<file path="src/rtl/ram_arbiter_pkg.sv">
// ram_arbiter_pkg
//   Shared types and constants for the ram arbiter slice.
//   state_t : arbiter sequencer states (IDLE -> ACCESS -> DONE)
//   grant_t : which requester owns / last owned the ram
//   RW_READ / RW_WRITE : ram ReadWrite encoding
package ram_arbiter_pkg;

   localparam int unsigned DEF_ADDR_WIDTH = 16;
   localparam int unsigned DEF_DATA_WIDTH = 32;

   localparam logic RW_READ  = 1'b1;
   localparam logic RW_WRITE = 1'b0;

   typedef enum logic [1:0] {
      ST_IDLE   = 2'd0,
      ST_ACCESS = 2'd1,
      ST_DONE   = 2'd2
   } state_t;

   typedef enum logic {
      GRANT_FETCH = 1'b0,
      GRANT_MEM   = 1'b1
   } grant_t;

endpackage

</file>
<file path="src/rtl/ram_arbiter_if.sv">
// ram_arbiter_if
//   Bundles the fetch port, load/store port and ram-side signals of the arbiter.
//   slave  : arbiter view (requests and RamDataOut in; grants, dones, data, Ram* out)
//   master : requesters + ram view (the mirror image)
interface ram_arbiter_if
   import ram_arbiter_pkg::*;
#(
   parameter int unsigned ADDR_WIDTH = DEF_ADDR_WIDTH,
   parameter int unsigned DATA_WIDTH = DEF_DATA_WIDTH
) ();

   logic                  FetchReq;
   logic [ADDR_WIDTH-1:0] FetchAddress;
   logic                  FetchGrant;
   logic                  FetchDone;
   logic [DATA_WIDTH-1:0] FetchData;

   logic                  MemReq;
   logic                  MemReadWrite;
   logic [ADDR_WIDTH-1:0] MemAddress;
   logic [DATA_WIDTH-1:0] MemDataIn;
   logic                  MemGrant;
   logic                  MemDone;
   logic [DATA_WIDTH-1:0] MemData;

   logic                  RamEnable;
   logic                  RamReadWrite;
   logic [ADDR_WIDTH-1:0] RamAddress;
   logic [DATA_WIDTH-1:0] RamDataIn;
   logic [DATA_WIDTH-1:0] RamDataOut;

   modport slave (
      input  FetchReq, FetchAddress,
      output FetchGrant, FetchDone, FetchData,
      input  MemReq, MemReadWrite, MemAddress, MemDataIn,
      output MemGrant, MemDone, MemData,
      output RamEnable, RamReadWrite, RamAddress, RamDataIn,
      input  RamDataOut
   );

   modport master (
      output FetchReq, FetchAddress,
      input  FetchGrant, FetchDone, FetchData,
      output MemReq, MemReadWrite, MemAddress, MemDataIn,
      input  MemGrant, MemDone, MemData,
      input  RamEnable, RamReadWrite, RamAddress, RamDataIn,
      output RamDataOut
   );

endinterface

</file>
<file path="src/rtl/ram_arbiter_pick.sv">
// rr_pick2
//   Combinational two-way round-robin picker.
//   i_req_fetch / i_req_mem : pending requests
//   i_last                  : requester granted most recently
//   o_valid                 : at least one request pending
//   o_winner                : requester to grant (on a tie, the one not in i_last)
module rr_pick2
   import ram_arbiter_pkg::*;
(
   input  logic   i_req_fetch,
   input  logic   i_req_mem,
   input  grant_t i_last,
   output logic   o_valid,
   output grant_t o_winner
);

   always_comb begin
      o_valid  = i_req_fetch | i_req_mem;
      o_winner = GRANT_FETCH;
      if (i_req_fetch && i_req_mem) begin
         o_winner = (i_last == GRANT_MEM) ? GRANT_FETCH : GRANT_MEM;
      end else if (i_req_mem) begin
         o_winner = GRANT_MEM;
      end
   end

endmodule

</file>
<file path="src/rtl/ram_arbiter.sv">
// ram_arbiter
//   Shares a single-port asynchronous ram between the fetch port (read only)
//   and the load/store port (read/write). Round-robin grant, request latched
//   at grant, Enable held ACCESS_CYCLES cycles, read data registered back to
//   the winner, one-cycle Done.
//   Clock  : rising-edge clock
//   ResetN : asynchronous active-low reset
//   arb    : ram_arbiter_if.slave (fetch port, load/store port, ram side)
module ram_arbiter
   import ram_arbiter_pkg::*;
#(
   parameter int unsigned ADDR_WIDTH    = DEF_ADDR_WIDTH,
   parameter int unsigned DATA_WIDTH    = DEF_DATA_WIDTH,
   parameter int unsigned ACCESS_CYCLES = 1
) (
   input  logic          Clock,
   input  logic          ResetN,
   ram_arbiter_if.slave  arb
);

   localparam int unsigned CNT_W = (ACCESS_CYCLES > 1) ? $clog2(ACCESS_CYCLES) : 1;
   localparam logic [CNT_W-1:0] LAST_COUNT = CNT_W'(ACCESS_CYCLES - 1);

   state_t                r_state;
   logic [CNT_W-1:0]      r_count;
   grant_t                r_last;
   grant_t                r_owner;
   logic                  r_fetch_grant;
   logic                  r_fetch_done;
   logic [DATA_WIDTH-1:0] r_fetch_data;
   logic                  r_mem_grant;
   logic                  r_mem_done;
   logic [DATA_WIDTH-1:0] r_mem_data;
   logic                  r_ram_en;
   logic                  r_ram_rw;
   logic [ADDR_WIDTH-1:0] r_ram_addr;
   logic [DATA_WIDTH-1:0] r_ram_din;

   logic                  w_valid;
   grant_t                w_winner;

   rr_pick2 u_pick (
      .i_req_fetch (arb.FetchReq),
      .i_req_mem   (arb.MemReq),
      .i_last      (r_last),
      .o_valid     (w_valid),
      .o_winner    (w_winner)
   );

   always_ff @(posedge Clock or negedge ResetN) begin
      if (!ResetN) begin
         r_state       <= ST_IDLE;
         r_count       <= '0;
         r_last        <= GRANT_MEM;
         r_owner       <= GRANT_FETCH;
         r_fetch_grant <= 1'b0;
         r_fetch_done  <= 1'b0;
         r_fetch_data  <= '0;
         r_mem_grant   <= 1'b0;
         r_mem_done    <= 1'b0;
         r_mem_data    <= '0;
         r_ram_en      <= 1'b0;
         r_ram_rw      <= 1'b0;
         r_ram_addr    <= '0;
         r_ram_din     <= '0;
      end else begin
         // Done flags are single-cycle pulses raised on the ACCESS->DONE edge.
         r_fetch_done <= 1'b0;
         r_mem_done   <= 1'b0;
         case (r_state)
            ST_IDLE: begin
               if (w_valid) begin
                  r_owner  <= w_winner;
                  r_last   <= w_winner;
                  r_count  <= '0;
                  r_ram_en <= 1'b1;
                  r_state  <= ST_ACCESS;
                  if (w_winner == GRANT_FETCH) begin
                     r_fetch_grant <= 1'b1;
                     r_ram_rw      <= RW_READ;
                     r_ram_addr    <= arb.FetchAddress;
                  end else begin
                     r_mem_grant <= 1'b1;
                     r_ram_rw    <= arb.MemReadWrite;
                     r_ram_addr  <= arb.MemAddress;
                     r_ram_din   <= arb.MemDataIn;
                  end
               end
            end
            ST_ACCESS: begin
               r_count <= r_count + 1'b1;
               if (r_count == LAST_COUNT) begin
                  r_ram_en <= 1'b0;
                  r_state  <= ST_DONE;
                  if (r_owner == GRANT_FETCH) begin
                     r_fetch_done <= 1'b1;
                     r_fetch_data <= arb.RamDataOut;
                  end else begin
                     r_mem_done <= 1'b1;
                     if (r_ram_rw == RW_READ) begin
                        r_mem_data <= arb.RamDataOut;
                     end
                  end
               end
            end
            ST_DONE: begin
               r_fetch_grant <= 1'b0;
               r_mem_grant   <= 1'b0;
               r_state       <= ST_IDLE;
            end
            default: begin
               r_fetch_grant <= 1'b0;
               r_mem_grant   <= 1'b0;
               r_ram_en      <= 1'b0;
               r_state       <= ST_IDLE;
            end
         endcase
      end
   end

   assign arb.FetchGrant   = r_fetch_grant;
   assign arb.FetchDone    = r_fetch_done;
   assign arb.FetchData    = r_fetch_data;
   assign arb.MemGrant     = r_mem_grant;
   assign arb.MemDone      = r_mem_done;
   assign arb.MemData      = r_mem_data;
   assign arb.RamEnable    = r_ram_en;
   assign arb.RamReadWrite = r_ram_rw;
   assign arb.RamAddress   = r_ram_addr;
   assign arb.RamDataIn    = r_ram_din;

endmodule

</file>
<file path="src/flat_wrapper.sv">
// flat-port wrapper written by rule: the top's interface ports become plain ports
module ram_arbiter_flat import ram_arbiter_pkg::*;
#(
   parameter int unsigned ADDR_WIDTH    = DEF_ADDR_WIDTH,
   parameter int unsigned DATA_WIDTH    = DEF_DATA_WIDTH,
   parameter int unsigned ACCESS_CYCLES = 1
)
  (Clock, ResetN, arb_FetchReq, arb_FetchAddress, arb_FetchGrant, arb_FetchDone, arb_FetchData, arb_MemReq, arb_MemReadWrite, arb_MemAddress, arb_MemDataIn, arb_MemGrant, arb_MemDone, arb_MemData, arb_RamEnable, arb_RamReadWrite, arb_RamAddress, arb_RamDataIn, arb_RamDataOut);
  ram_arbiter_if #(.ADDR_WIDTH(ADDR_WIDTH), .DATA_WIDTH(DATA_WIDTH)) arb_i ();
  input  logic Clock;
  input  logic ResetN;
  input wire logic [$bits(arb_i.FetchReq)-1:0] arb_FetchReq;
  input wire logic [$bits(arb_i.FetchAddress)-1:0] arb_FetchAddress;
  output wire logic [$bits(arb_i.FetchGrant)-1:0] arb_FetchGrant;
  output wire logic [$bits(arb_i.FetchDone)-1:0] arb_FetchDone;
  output wire logic [$bits(arb_i.FetchData)-1:0] arb_FetchData;
  input wire logic [$bits(arb_i.MemReq)-1:0] arb_MemReq;
  input wire logic [$bits(arb_i.MemReadWrite)-1:0] arb_MemReadWrite;
  input wire logic [$bits(arb_i.MemAddress)-1:0] arb_MemAddress;
  input wire logic [$bits(arb_i.MemDataIn)-1:0] arb_MemDataIn;
  output wire logic [$bits(arb_i.MemGrant)-1:0] arb_MemGrant;
  output wire logic [$bits(arb_i.MemDone)-1:0] arb_MemDone;
  output wire logic [$bits(arb_i.MemData)-1:0] arb_MemData;
  output wire logic [$bits(arb_i.RamEnable)-1:0] arb_RamEnable;
  output wire logic [$bits(arb_i.RamReadWrite)-1:0] arb_RamReadWrite;
  output wire logic [$bits(arb_i.RamAddress)-1:0] arb_RamAddress;
  output wire logic [$bits(arb_i.RamDataIn)-1:0] arb_RamDataIn;
  input wire logic [$bits(arb_i.RamDataOut)-1:0] arb_RamDataOut;
  assign arb_i.FetchReq = arb_FetchReq;
  assign arb_i.FetchAddress = arb_FetchAddress;
  assign arb_FetchGrant = arb_i.FetchGrant;
  assign arb_FetchDone = arb_i.FetchDone;
  assign arb_FetchData = arb_i.FetchData;
  assign arb_i.MemReq = arb_MemReq;
  assign arb_i.MemReadWrite = arb_MemReadWrite;
  assign arb_i.MemAddress = arb_MemAddress;
  assign arb_i.MemDataIn = arb_MemDataIn;
  assign arb_MemGrant = arb_i.MemGrant;
  assign arb_MemDone = arb_i.MemDone;
  assign arb_MemData = arb_i.MemData;
  assign arb_RamEnable = arb_i.RamEnable;
  assign arb_RamReadWrite = arb_i.RamReadWrite;
  assign arb_RamAddress = arb_i.RamAddress;
  assign arb_RamDataIn = arb_i.RamDataIn;
  assign arb_i.RamDataOut = arb_RamDataOut;
  ram_arbiter #(.ADDR_WIDTH(ADDR_WIDTH), .DATA_WIDTH(DATA_WIDTH), .ACCESS_CYCLES(ACCESS_CYCLES)) u_core (.Clock(Clock), .ResetN(ResetN), .arb(arb_i));
endmodule
</file>
<file path="config.mk">
export PLATFORM = sky130hd
export DESIGN_NAME = ram_arbiter_flat
export DESIGN_NICKNAME = d
export VERILOG_FILES = /design/src/rtl/ram_arbiter_pkg.sv /design/src/rtl/ram_arbiter_if.sv /design/src/rtl/ram_arbiter_pick.sv /design/src/rtl/ram_arbiter.sv /design/src/flat_wrapper.sv
export SDC_FILE = /design/constraint.sdc
export NUM_CORES = 1
export LEC_CHECK = 0
export CAP_MARGIN = 20
export CORE_ASPECT_RATIO = 1.5
export CORE_MARGIN = 1.5
export CORE_UTILIZATION = 42
export DETAILED_ROUTE_END_ITERATION = 8
export HOLD_SLACK_MARGIN = 0.12
export PLACE_DENSITY = 0.91
export SYNTH_ARGS = -nofsm -noshare
export SYNTH_HDL_FRONTEND = slang
export SYNTH_SLANG_ARGS = --single-unit
</file>
<file path="constraint.sdc">
create_clock -name Clock -period 2.4 [get_ports Clock]
set_clock_uncertainty 0.05 [all_clocks]
set_input_delay 0.24 -clock Clock [delete_from_list [all_inputs] [get_ports Clock]]
set_output_delay 0.24 -clock Clock [all_outputs]
set_load 0.05 [all_outputs]
</file>
Word level (Yosys, flattened, before mapping)
Index checks and enable logic that the tools add are counted.
Widths: inputs -> output; s select.
{"block": "op_classes", "mux": 25, "n_eq_ne": 6, "addsub": 1, "bitwise_logic": 5, "n_reduce_logical": 12}
{"operator": "$mux 1", "n": 17}
{"operator": "$mux 16", "n": 1}
{"operator": "$reduce_and 3->1", "n": 5}
{"operator": "$ne 2x2->1 const B", "n": 3}
{"operator": "$pmux 1 s2", "n": 3}
{"operator": "$reduce_and 2->1", "n": 3}
{"operator": "$mux 2", "n": 2}
{"operator": "$not 1->1", "n": 4}
{"operator": "$pmux 2 s2", "n": 1}
{"operator": "$reduce_and 4->1", "n": 1}
{"operator": "$pmux 1 s3", "n": 1}
{"operator": "$eq 2x1->1 const B", "n": 1}
{"operator": "$eq 2x2->1 const B", "n": 1}
{"operator": "$logic_not 2->1", "n": 1}
{"operator": "$ne 2x1->1 const B", "n": 1}
{"operator": "$reduce_bool 2->1", "n": 1}
{"operator": "$add 1x1->1 const B", "n": 1}
{"operator": "$logic_and 1x1->1", "n": 1}
{"operator": "$or 1x1->1", "n": 1}
{"block": "totals", "output_inout_bits": 118, "regBits": 123, "inputBits": 101}

Logic depth before layout (Yosys ltp)
Gate-level depths: netlist of the first run.
{"block": "depth", "word_depth": 5, "ltp_mapped": 6}

Modules after synthesis
Synthesis of the first run repeated with hierarchy kept, for this count alone.
{"block": "hier_totals", "cells_unflattened": 313, "area_unflattened_um2": 4858.4}
{"module": "ram_arbiter", "cells_per_inst": 311, "area_per_inst_um2": 4844.6, "instances": 1}
{"module": "rr_pick2", "cells_per_inst": 2, "area_per_inst_um2": 13.8, "instances": 1}

Worst setup path after synthesis of the first run
OpenSTA, ideal clock, no wires.
{"block": "synth_path", "path_type": "register to register", "from": "reg u_core.r_last", "to": "reg u_core.r_ram_din[10] (netlist: u_core.arb.RamDataIn[10])", "path_stages_with_launch": 7, "required_time_ns": 2.225, "path_slack_ns": 0.692, "t_arrival_ns": 1.533, "n_path_buf": 3, "path_cell_list": "dfstp_2 -> a21bo_1 -> buf_6 -> or3_1 -> buf_6 -> buf_8 -> mux2_4"}
{"block": "synth_between", "elab_chain_len": 3}
{"element": "start, declared", "line": "ram_arbiter.sv:26", "text": "grant_t r_last;"}
{"element": "start signal, assigned", "line": "ram_arbiter.sv:74", "text": "r_last <= w_winner;"}
{"element": "$mux 1", "line": "ram_arbiter_pick.sv:21", "text": "o_winner = (i_last == GRANT_MEM) ? GRANT_FETCH : GRANT_MEM;"}
{"element": "$mux 1", "line": "ram_arbiter_pick.sv:20", "text": "if (i_req_fetch && i_req_mem) begin"}
{"element": "$reduce_and 3->1 (no source line)"}
{"element": "end signal, assigned", "line": "ram_arbiter.sv:86", "text": "r_ram_din <= arb.MemDataIn;"}
{"element": "end, declared", "line": "ram_arbiter.sv:37", "text": "logic [DATA_WIDTH-1:0] r_ram_din;"}
Every way passes these cells.
A chain may end at the register's enable or synchronous reset.

Worst setup path in the final report of the first run
{"block": "layout_path", "from": "reg u_core.r_state[1]", "to": "reg u_core.r_mem_data[30] (netlist: u_core.arb.MemData[30])"}
{"block": "layout_between", "elab_chain_len": 2}
{"element": "start, declared", "line": "ram_arbiter.sv:24", "text": "state_t r_state;"}
{"element": "start signal, assigned", "line": "ram_arbiter.sv:52", "text": "r_state <= ST_IDLE;"}
{"element": "start signal, assigned", "line": "ram_arbiter.sv:77", "text": "r_state <= ST_ACCESS;"}
{"element": "start signal, assigned", "line": "ram_arbiter.sv:94", "text": "r_state <= ST_DONE;"}
{"element": "$eq 2x1->1", "line": "ram_arbiter.sv:70", "text": "case (r_state)"}
{"element": "$reduce_and 4->1 (no source line)"}
{"element": "end signal, assigned", "line": "ram_arbiter.sv:101", "text": "r_mem_data <= arb.RamDataOut;"}
{"element": "end, declared", "line": "ram_arbiter.sv:33", "text": "logic [DATA_WIDTH-1:0] r_mem_data;"}
Every way passes these cells.

==> qor.json, run 1 <==
{
  "outcome": {"value": "finished clean"},
  "cts_root_buffer": {"value": "clkbuf_16"},
  "width_of_the_die": {"value": 91.1, "unit": "µm"},
  "r2r_start": {"value": "u_core.r_state[1]"},
  "cts_htree_levels": {"value": 4},
  "num_io_pins": {"value": 219},
  "crit_type": {"value": "reg2reg"},
  "first_global_vias": {"value": 3875},
  "route.detailed.vias_per_inst": {"value": 4.84},
  "critPathTopFamily": {"value": "simple AND/OR/NAND/NOR gates"},
  "number_of_nets_with_antenna_violations_after_detailed_routing": {"value": 0},
  "dp_cells": {"value": 653},
  "cp-start-kind": {"value": "flop"},
  "unrepaired_setup_endpoints_after_global_routing": {"value": "no"},
  "finalWeightedCongestion": {"value": 0.717},
  "crit_path_cell_trace": {"value": "nor3b_1 > nand3_2 > buf_12 > mux2_1"},
  "critical_path_peak_fanout": {"value": 24},
  "synth-seq-area-share": {"value": 63.0, "unit": "%"},
  "diodes": {"value": 0},
  "cpMaxStageDelayCell": {"value": "nor3b_1"},
  "multiInputGateArea": {"value": 1680, "unit": "µm²"},
  "overall_die_area": {"value": 12300, "unit": "µm²"},
  "ys_warn_count": {"value": 0},
  "worst_ep_required_time": {"value": 2.63, "unit": "ns"},
  "final-setup-viol-count": {"value": 0},
  "max_buffers_root_to_sink": {"value": 2},
  "r2r.worst_path.cells": {"value": 4},
  "worst_path_largest_cell_delay": {"value": 0.46, "unit": "ns"},
  "cts_buffers": {"value": 17},
  "clock_sinks": {"value": 123},
  "timing.final.ws_setup": {"value": 0.359, "unit": "ns"},
  "synth_area": {"value": 4890, "unit": "µm²"},
  "tritoncts": {"value": "yes"},
  "netlist-cell-type-count": {"value": 25},
  "timing.rr.end": {"value": "u_core.arb.MemData[30]"},
  "io_buffer_count": {"value": 218},
  "arrival": {"value": 2.27, "unit": "ns"},
  "met3WireLength": {"value": 722, "unit": "µm"},
  "synth_nets": {"value": 393},
  "final_nets": {"value": 624},
  "nFillCells": {"value": 786},
  "met2_wirelength": {"value": 6970, "unit": "µm"},
  "slew_violations": {"value": 0},
  "routed.top_layer": {"value": "met4"},
  "detail_route.wirelength.met1": {"value": 4440, "unit": "µm"},
  "critical_path.n_buffers_inverters": {"value": 1},
  "detail_route.first_pass.iterations": {"value": 4},
  "routed_wl": {"value": 12500, "unit": "µm"},
  "grt_antenna_before_repair": {"value": 0},
  "worst_pin_slew": {"value": 0.589, "unit": "ns"},
  "iter_0_drt_violations": {"value": 104},
  "syn2layout_area_growth": {"value": 61.2, "unit": "%"},
  "total_count_of_hold_check_failures_in_the_final_report": {"value": 0},
  "relSlewSlack": {"value": 60.8, "unit": "%"},
  "worst-r2r-setup-slack": {"value": 0.36, "unit": "ns"},
  "layout.area.seq": {"value": 3080, "unit": "µm²"},
  "worstSkewPairLatency": {"value": 0.40, "unit": "ns"},
  "dpl.hpwl": {"value": 9260, "unit": "µm"},
  "route.vias.total": {"value": 3320},
  "die_y": {"value": 135, "unit": "µm"},
  "fmax": {"value": 490, "unit": "MHz"},
  "per_instance_average_area_after_synthesis": {"value": 16.7, "unit": "µm²"},
  "timing.critical_path.to_type": {"value": "flop"},
  "post-route-drc-count": {"value": 0},
  "detail_route.wl_per_cell": {"value": 18.2, "unit": "µm"},
  "clk_pin_slew_worst_paths": {"value": 0.06, "unit": "ns"},
  "postSynthCellCount": {"value": 292},
  "max-cap-violations": {"value": 0},
  "grt.total_usage": {"value": 20.9, "unit": "%"},
  "number_of_register_bits_inferred_by_synthesis": {"value": 123},
  "totalNegativeSetupSlack": {"value": 0, "unit": "ns"},
  "fp-row-count": {"value": 48},
  "initial_utilization": {"value": 42.8, "unit": "%"},
  "globalRoute.totalOverflow": {"value": 0},
  "post-route-period-util": {"value": 85.0, "unit": "%"},
  "final_cells": {"value": 686},
  "place_worst_setup_slack": {"value": 0.197, "unit": "ns"},
  "share_of_layout_cells_above_drive_strength_1": {"value": 31.0, "unit": "%"},
  "period_needed": {"value": 2.04, "unit": "ns"},
  "post_cts_setup_buffers": {"value": 0},
  "design.core.area": {"value": 11400, "unit": "µm²"},
  "hold_path_class": {"value": "in2async"},
  "grt_start_max_net_pins": {"value": 61},
  "global_route_wire_length_before_repair": {"value": 19900, "unit": "µm"}
}
[cell usage in the layout, fill, tap and decap left out, types with 2 or more instances in the layout]
cell	netlist	final
and2_1	2	2
mux2_1	5	5
buf_12	0	4
mux2_2	97	97
mux2_4	26	26
inv_6	0	3
clkdlybuf4s50_1	0	217
o21ai_0	4	4
clkbuf_16	0	17
inv_1	5	5
a21o_1	2	2
clkinv_4	0	2
buf_4	3	5
nor2_1	3	3
dfrtp_1	122	122
clkbuf_1	1	2
bufinv_16	0	3
clkinvlp_4	0	4
[sequential cells by signal (all words and copies together), names as in the netlist]
name / count
u_core.arb.MemGrant: 1
u_core.r_state: 2
u_core.arb.FetchData: 32
u_core.r_count: 1
u_core.arb.MemData: 32
u_core.arb.FetchGrant: 1
u_core.arb.FetchDone: 1
u_core.arb.RamDataIn: 32
u_core.r_last: 1
u_core.arb.RamAddress: 16
u_core.arb.RamReadWrite: 1
u_core.arb.MemDone: 1
u_core.arb.RamEnable: 1
u_core.r_owner: 1
[cells in the mapped netlist]
library cell | count | area (µm²)
mux2_4 | 26 | 390
dfrtp_1 | 122 | 3050
inv_1 | 5 | 18.8
o21ai_0 | 4 | 20.0
nor2b_1 | 1 | 6.26
o22a_1 | 1 | 8.76
nand3_1 | 1 | 5.00
a31oi_1 | 1 | 6.26
a21bo_1 | 1 | 10.0
clkbuf_1 | 1 | 3.75
dfstp_2 | 1 | 26.3
buf_2 | 6 | 30.0
nor2_1 | 3 | 11.3
mux2_1 | 5 | 56.3
nor3_1 | 1 | 5.00
buf_4 | 3 | 22.5
or3_1 | 1 | 6.26
nor3b_1 | 1 | 7.51
xnor2_1 | 1 | 8.76
mux2_2 | 97 | 1090
buf_6 | 3 | 33.8
or2b_1 | 1 | 7.51
a21o_1 | 2 | 15.0
buf_8 | 2 | 30.0
and2_1 | 2 | 12.5
[metrics by stage]
stage | instance area (µm²) | hold slack [ns] | utilization, %
global placement | 7260 | 0.210 | 63.6
detailed placement | 7260 | 0.228 | 63.6
CTS | 7880 | 0.351 | 69.0
floorplan | 4890 | -0.106 | -
finish | 7880 | 0.315 | 69.0
global route | 7880 | 0.372 | 69.0
[worst max path at each step]
stage | end | slack, ns | depth (start not counted) | startpoint
after floorplan | u_core.arb.RamDataIn[10] | 0.69 | 6 | u_core.r_last
after global placement | u_core.arb.RamDataIn[5] | 0.24 | 5 | arb_MemReq
after detailed placement | u_core.arb.RamDataIn[23] | 0.20 | 5 | arb_MemReq
after CTS | u_core.arb.MemData[30] | 0.29 | 4 | u_core.r_state[1]
after global routing | u_core.arb.MemData[30] | 0.24 | 4 | u_core.r_state[1]
final | u_core.arb.MemData[30] | 0.36 | 4 | u_core.r_state[1]
[per-layer routing]
layer  vias to the layer above  track usage (%)
met3                        27             6.53
met4                         0             9.11
li1                       1493                -
met5                         -                0
met2                       134             37.9
met1                      1666             22.1
[worst reg2reg max path: stages, from the launching register on]
cell     delay (ns)
dfrtp_1        0.45
nor3b_1        0.46
nand3_2        0.35
buf_12         0.28
mux2_1         0.33
[layout make-up]
class                           instances  area share [%]
Sequential cell                       123            39.1
Timing Repair Buffer                  227            29.2
Multi-Input combinational cell        149            21.3
Clock buffer                           20            5.67
Tap cell                              150            2.38
Clock inverter                         12            2.08
Inverter                                5           0.238
[cells by family after synthesis]
group / count (synthesis) / share of synthesized area [%]
simple gates: 11 / 1.25
mux: 128 / 31.5
compound gates: 9 / 1.23
flops: 123 / 63.0
xor+xnor: 1 / 0.179
buf+inv: 20 / 2.84
[timing repair]
| item | CTS | global route |
|---|---|---|
| hold buffers | 1 | 0 |
| gates resized for setup | 0 | 0 |
| hold endpoints to repair | 41 | 0 |
Power of run 1 is left out: the tool's default activity adds up to more than one toggle a clock period on the data nets, which glitch-free logic cannot reach.
==> inputs of run 2 (changes only) <==
--- a/config.mk
+++ b/config.mk
@@ -8,10 +8,10 @@
 export CAP_MARGIN = 20
 export CORE_ASPECT_RATIO = 1.5
 export CORE_MARGIN = 1.5
-export CORE_UTILIZATION = 42
+export CORE_UTILIZATION = 38
 export DETAILED_ROUTE_END_ITERATION = 8
 export HOLD_SLACK_MARGIN = 0.12
-export PLACE_DENSITY = 0.91
+export PLACE_DENSITY = 0.87
 export SYNTH_ARGS = -nofsm -noshare
 export SYNTH_HDL_FRONTEND = slang
 export SYNTH_SLANG_ARGS = --single-unit
==> constraint.sdc (replaced) <==
create_clock -name Clock -period 1.69 [get_ports Clock]
set_clock_uncertainty 0.05 [all_clocks]
set_input_delay 0.169 -clock Clock [delete_from_list [all_inputs] [get_ports Clock]]
set_output_delay 0.169 -clock Clock [all_outputs]
set_load 0.05 [all_outputs]
==> run 2 against run 1 <==
  * Count of clock-buffer cells in the layout is 2 higher
  * Worst hold slack lost 0.12 ns
  * Non-clock buffer count increased by 11
  * Cell count grew 2.5%
  * Design area fell by 1.7%
  * Largest cell class unchanged
  * Routed wire length shrank 1.5%
  * Die area grew 10%
  * Flip-flop and latch count unchanged
  * Register-to-register slack worse by 0.31 ns
  * Critical endpoint is now u_core.arb.RamAddress[1]
  * Via count up 1.0%
==> qor.json, run 2 (synthesis results as in run 1) <==
{
  "outcome": {"value": "finished clean", "change": "unchanged"},
  "r2r.worst_path.cells": {"value": 4, "change": "unchanged"},
  "number_of_nets_with_antenna_violations_after_detailed_routing": {"value": 0, "change": "unchanged"},
  "unrepaired_setup_endpoints_after_global_routing": {"value": "no", "change": "unchanged"},
  "post_cts_setup_buffers": {"value": 0, "change": "unchanged"},
  "post-route-drc-count": {"value": 0, "change": "unchanged"},
  "iter_0_drt_violations": {"value": 58, "change": "was 104"},
  "worstSkewPairLatency": {"value": 0.39, "unit": "ns", "change": "was 0.40 ns"},
  "fmax": {"value": 611, "unit": "MHz", "change": "was 490 MHz"},
  "cts_buffers": {"value": 17, "change": "unchanged"},
  "slew_violations": {"value": 0, "change": "unchanged"},
  "grt_antenna_before_repair": {"value": 0, "change": "unchanged"},
  "syn2layout_area_growth": {"value": 58.3, "unit": "%", "change": "was 61.2%"},
  "finalWeightedCongestion": {"value": 0.743, "change": "was 0.717"},
  "nFillCells": {"value": 949, "change": "was 786"},
  "crit_type": {"value": "reg2reg", "change": "unchanged"},
  "timing.critical_path.to_type": {"value": "flop", "change": "unchanged"},
  "period_needed": {"value": 1.64, "unit": "ns", "change": "was 2.04 ns"},
  "worst_pin_slew": {"value": 0.496, "unit": "ns", "change": "was 0.589 ns"},
  "num_io_pins": {"value": 219, "change": "unchanged"},
  "die_y": {"value": 142, "unit": "µm", "change": "was 135 µm"},
  "total_count_of_hold_check_failures_in_the_final_report": {"value": 0, "change": "unchanged"},
  "fp-row-count": {"value": 50, "change": "was 48"},
  "cts_htree_levels": {"value": 4, "change": "unchanged"},
  "diodes": {"value": 0, "change": "unchanged"},
  "timing.rr.end": {"value": "u_core.arb.RamAddress[1]", "change": "was u_core.arb.MemData[30]"},
  "cp-start-kind": {"value": "flop", "change": "unchanged"},
  "met2_wirelength": {"value": 6820, "unit": "µm", "change": "was 6970 µm"},
  "dpl.hpwl": {"value": 9000, "unit": "µm", "change": "was 9260 µm"},
  "worst_setup_path_startpoint": {"value": "u_core.r_last", "change": "was u_core.r_state[1]"},
  "totalNegativeSetupSlack": {"value": 0, "unit": "ns", "change": "unchanged"},
  "layout.cells.most_common": {"value": "buf_4", "change": "was clkdlybuf4s50_1"},
  "worst_ep_required_time": {"value": 1.92, "unit": "ns", "change": "was 2.63 ns"},
  "clock_sinks": {"value": 123, "change": "unchanged"},
  "detail_route.wl_per_cell": {"value": 17.5, "unit": "µm", "change": "was 18.2 µm"},
  "max-cap-violations": {"value": 0, "change": "unchanged"},
  "share_of_layout_cells_above_drive_strength_1": {"value": 53.9, "unit": "%", "change": "was 31.0%"},
  "arrival": {"value": 1.87, "unit": "ns", "change": "was 2.27 ns"},
  "io_buffer_count": {"value": 218, "change": "unchanged"},
  "overall_die_area": {"value": 13600, "unit": "µm²", "change": "was 12300 µm²"},
  "routed.top_layer": {"value": "met4", "change": "unchanged"},
  "relSlewSlack": {"value": 67.0, "unit": "%", "change": "was 60.8%"},
  "worst_setup_path_endpoint": {"value": "u_core.arb.RamAddress[1]", "change": "was u_core.arb.MemData[30]"},
  "initial_utilization": {"value": 39.1, "unit": "%", "change": "was 42.8%"},
  "route.detailed.vias_per_inst": {"value": 4.77, "change": "was 4.84"},
  "first_global_vias": {"value": 3724, "change": "was 3875"},
  "detail_route.wirelength.met1": {"value": 4300, "unit": "µm", "change": "was 4440 µm"},
  "hold_path_class": {"value": "in2async", "change": "unchanged"},
  "globalRoute.totalOverflow": {"value": 0, "change": "unchanged"},
  "width_of_the_die": {"value": 95.6, "unit": "µm", "change": "was 91.1 µm"},
  "met3WireLength": {"value": 826, "unit": "µm", "change": "was 722 µm"},
  "routed_wl": {"value": 12300, "unit": "µm", "change": "was 12500 µm"},
  "detail_route.first_pass.iterations": {"value": 4, "change": "unchanged"},
  "worst-r2r-setup-slack": {"value": 0.05, "unit": "ns", "change": "was 0.36 ns"},
  "global_route_wire_length_before_repair": {"value": 19100, "unit": "µm", "change": "was 19900 µm"},
  "route.vias.total": {"value": 3354, "change": "was 3320"},
  "critical_path_peak_fanout": {"value": 16, "change": "was 24"},
  "post-route-period-util": {"value": 96.9, "unit": "%", "change": "was 85.0%"},
  "clk_pin_slew_worst_paths": {"value": 0.06, "unit": "ns", "change": "about the same"},
  "final_nets": {"value": 635, "change": "was 624"},
  "max_buffers_root_to_sink": {"value": 2, "change": "unchanged"},
  "final-setup-viol-count": {"value": 0, "change": "unchanged"},
  "design.core.area": {"value": 12500, "unit": "µm²", "change": "was 11400 µm²"},
  "cts_root_buffer": {"value": "clkbuf_16", "change": "unchanged"},
  "tritoncts": {"value": "yes", "change": "unchanged"},
  "grt.total_usage": {"value": 18.9, "unit": "%", "change": "was 20.9%"},
  "utilization": {"value": 61.9, "unit": "%", "change": "was 69.0%"},
  "grt_start_max_net_pins": {"value": 50, "change": "was 61"},
  "layout_common_cells": {"value": "buf_4, dfrtp_1, clkdlybuf4s50_1", "change": "was clkdlybuf4s50_1, dfrtp_1, mux2_2"},
  "r2r_start": {"value": "u_core.r_last", "change": "was u_core.r_state[1]"}
}
==> run 2: cell count changes in the layout (fill, tap and decap cells not counted), sizes merged, moves of 2 or more <==
cell | previous run | this run
buf | 9 | 134
clkbuf | 20 | 22
clkdlybuf4s50 | 217 | 99
dlygate4sd2 | 0 | 4
inv | 8 | 6
==> run 2: cell type report <==
| class | instances | area (µm²) | share of cell area (%) |
|---|---|---|---|
| inverter | 5 | 18.8 | 0.243 |
| clock inverter | 10 | 114 | 1.47 |
| multi-input combinational | 149 | 1700 | 21.9 |
| tap | 156 | 195 | 2.52 |
| sequential | 123 | 3080 | 39.8 |
| timing repair buffer | 238 | 2150 | 27.8 |
| clock buffer | 22 | 484 | 6.26 |
==> run 2: how the worst min path moves through the flow <==
stage | start | to | slack, ns | cells after the start
3_3_place_gp | ResetN | u_core.arb.FetchData[29] | 0.07 | 1
6_report | ResetN | u_core.arb.FetchData[29] | 0.20 | 2
2_1_floorplan | ResetN | u_core.arb.FetchData[0] | -0.18 | 0
4_1_cts | ResetN | u_core.arb.FetchData[29] | 0.19 | 2
5_1_grt | ResetN | u_core.arb.FetchData[29] | 0.22 | 2
3_5_place_dp | ResetN | u_core.arb.FetchData[29] | 0.08 | 1
==> run 2: per-stage QoR <==
stage	cells	worst slack, ns	cell area, µm²	hold WS [ns]
5_1_grt	703	0.0100	7740	0.220
3_3_place_gp	669	-0.329	7080	0.0716
2_1_floorplan	292	-0.0183	4890	-0.177
3_5_place_dp	669	-0.380	7080	0.0818
6_report	703	0.0523	7740	0.196
4_1_cts	703	-0.00800	7720	0.190
==> run 2: metal layers <==
metal | track usage, % | vias up
li1 | - | 1519
met1 | 19.8 | 1666
met2 | 33.6 | 140
met3 | 6.38 | 29
met4 | 7.97 | 0
met5 | 0 | -
==> run 2: critical path: stages (launching register included) <==
cell and delay [ns]:
dfstp_2 0.55, a21bo_4 0.15, buf_12 0.15, mux2_2 0.35, mux2_2 0.27
==> run 2: timing repair <==
action | 4_1_cts | 5_1_grt
hold buffers | 1 | 0
endpoints found under the setup margin | 78 | 48
hold endpoints to repair | 122 | 0
gates resized for setup | 10 | 3
cloned | 1 | 0
Power of run 2 is left out for the same reason.
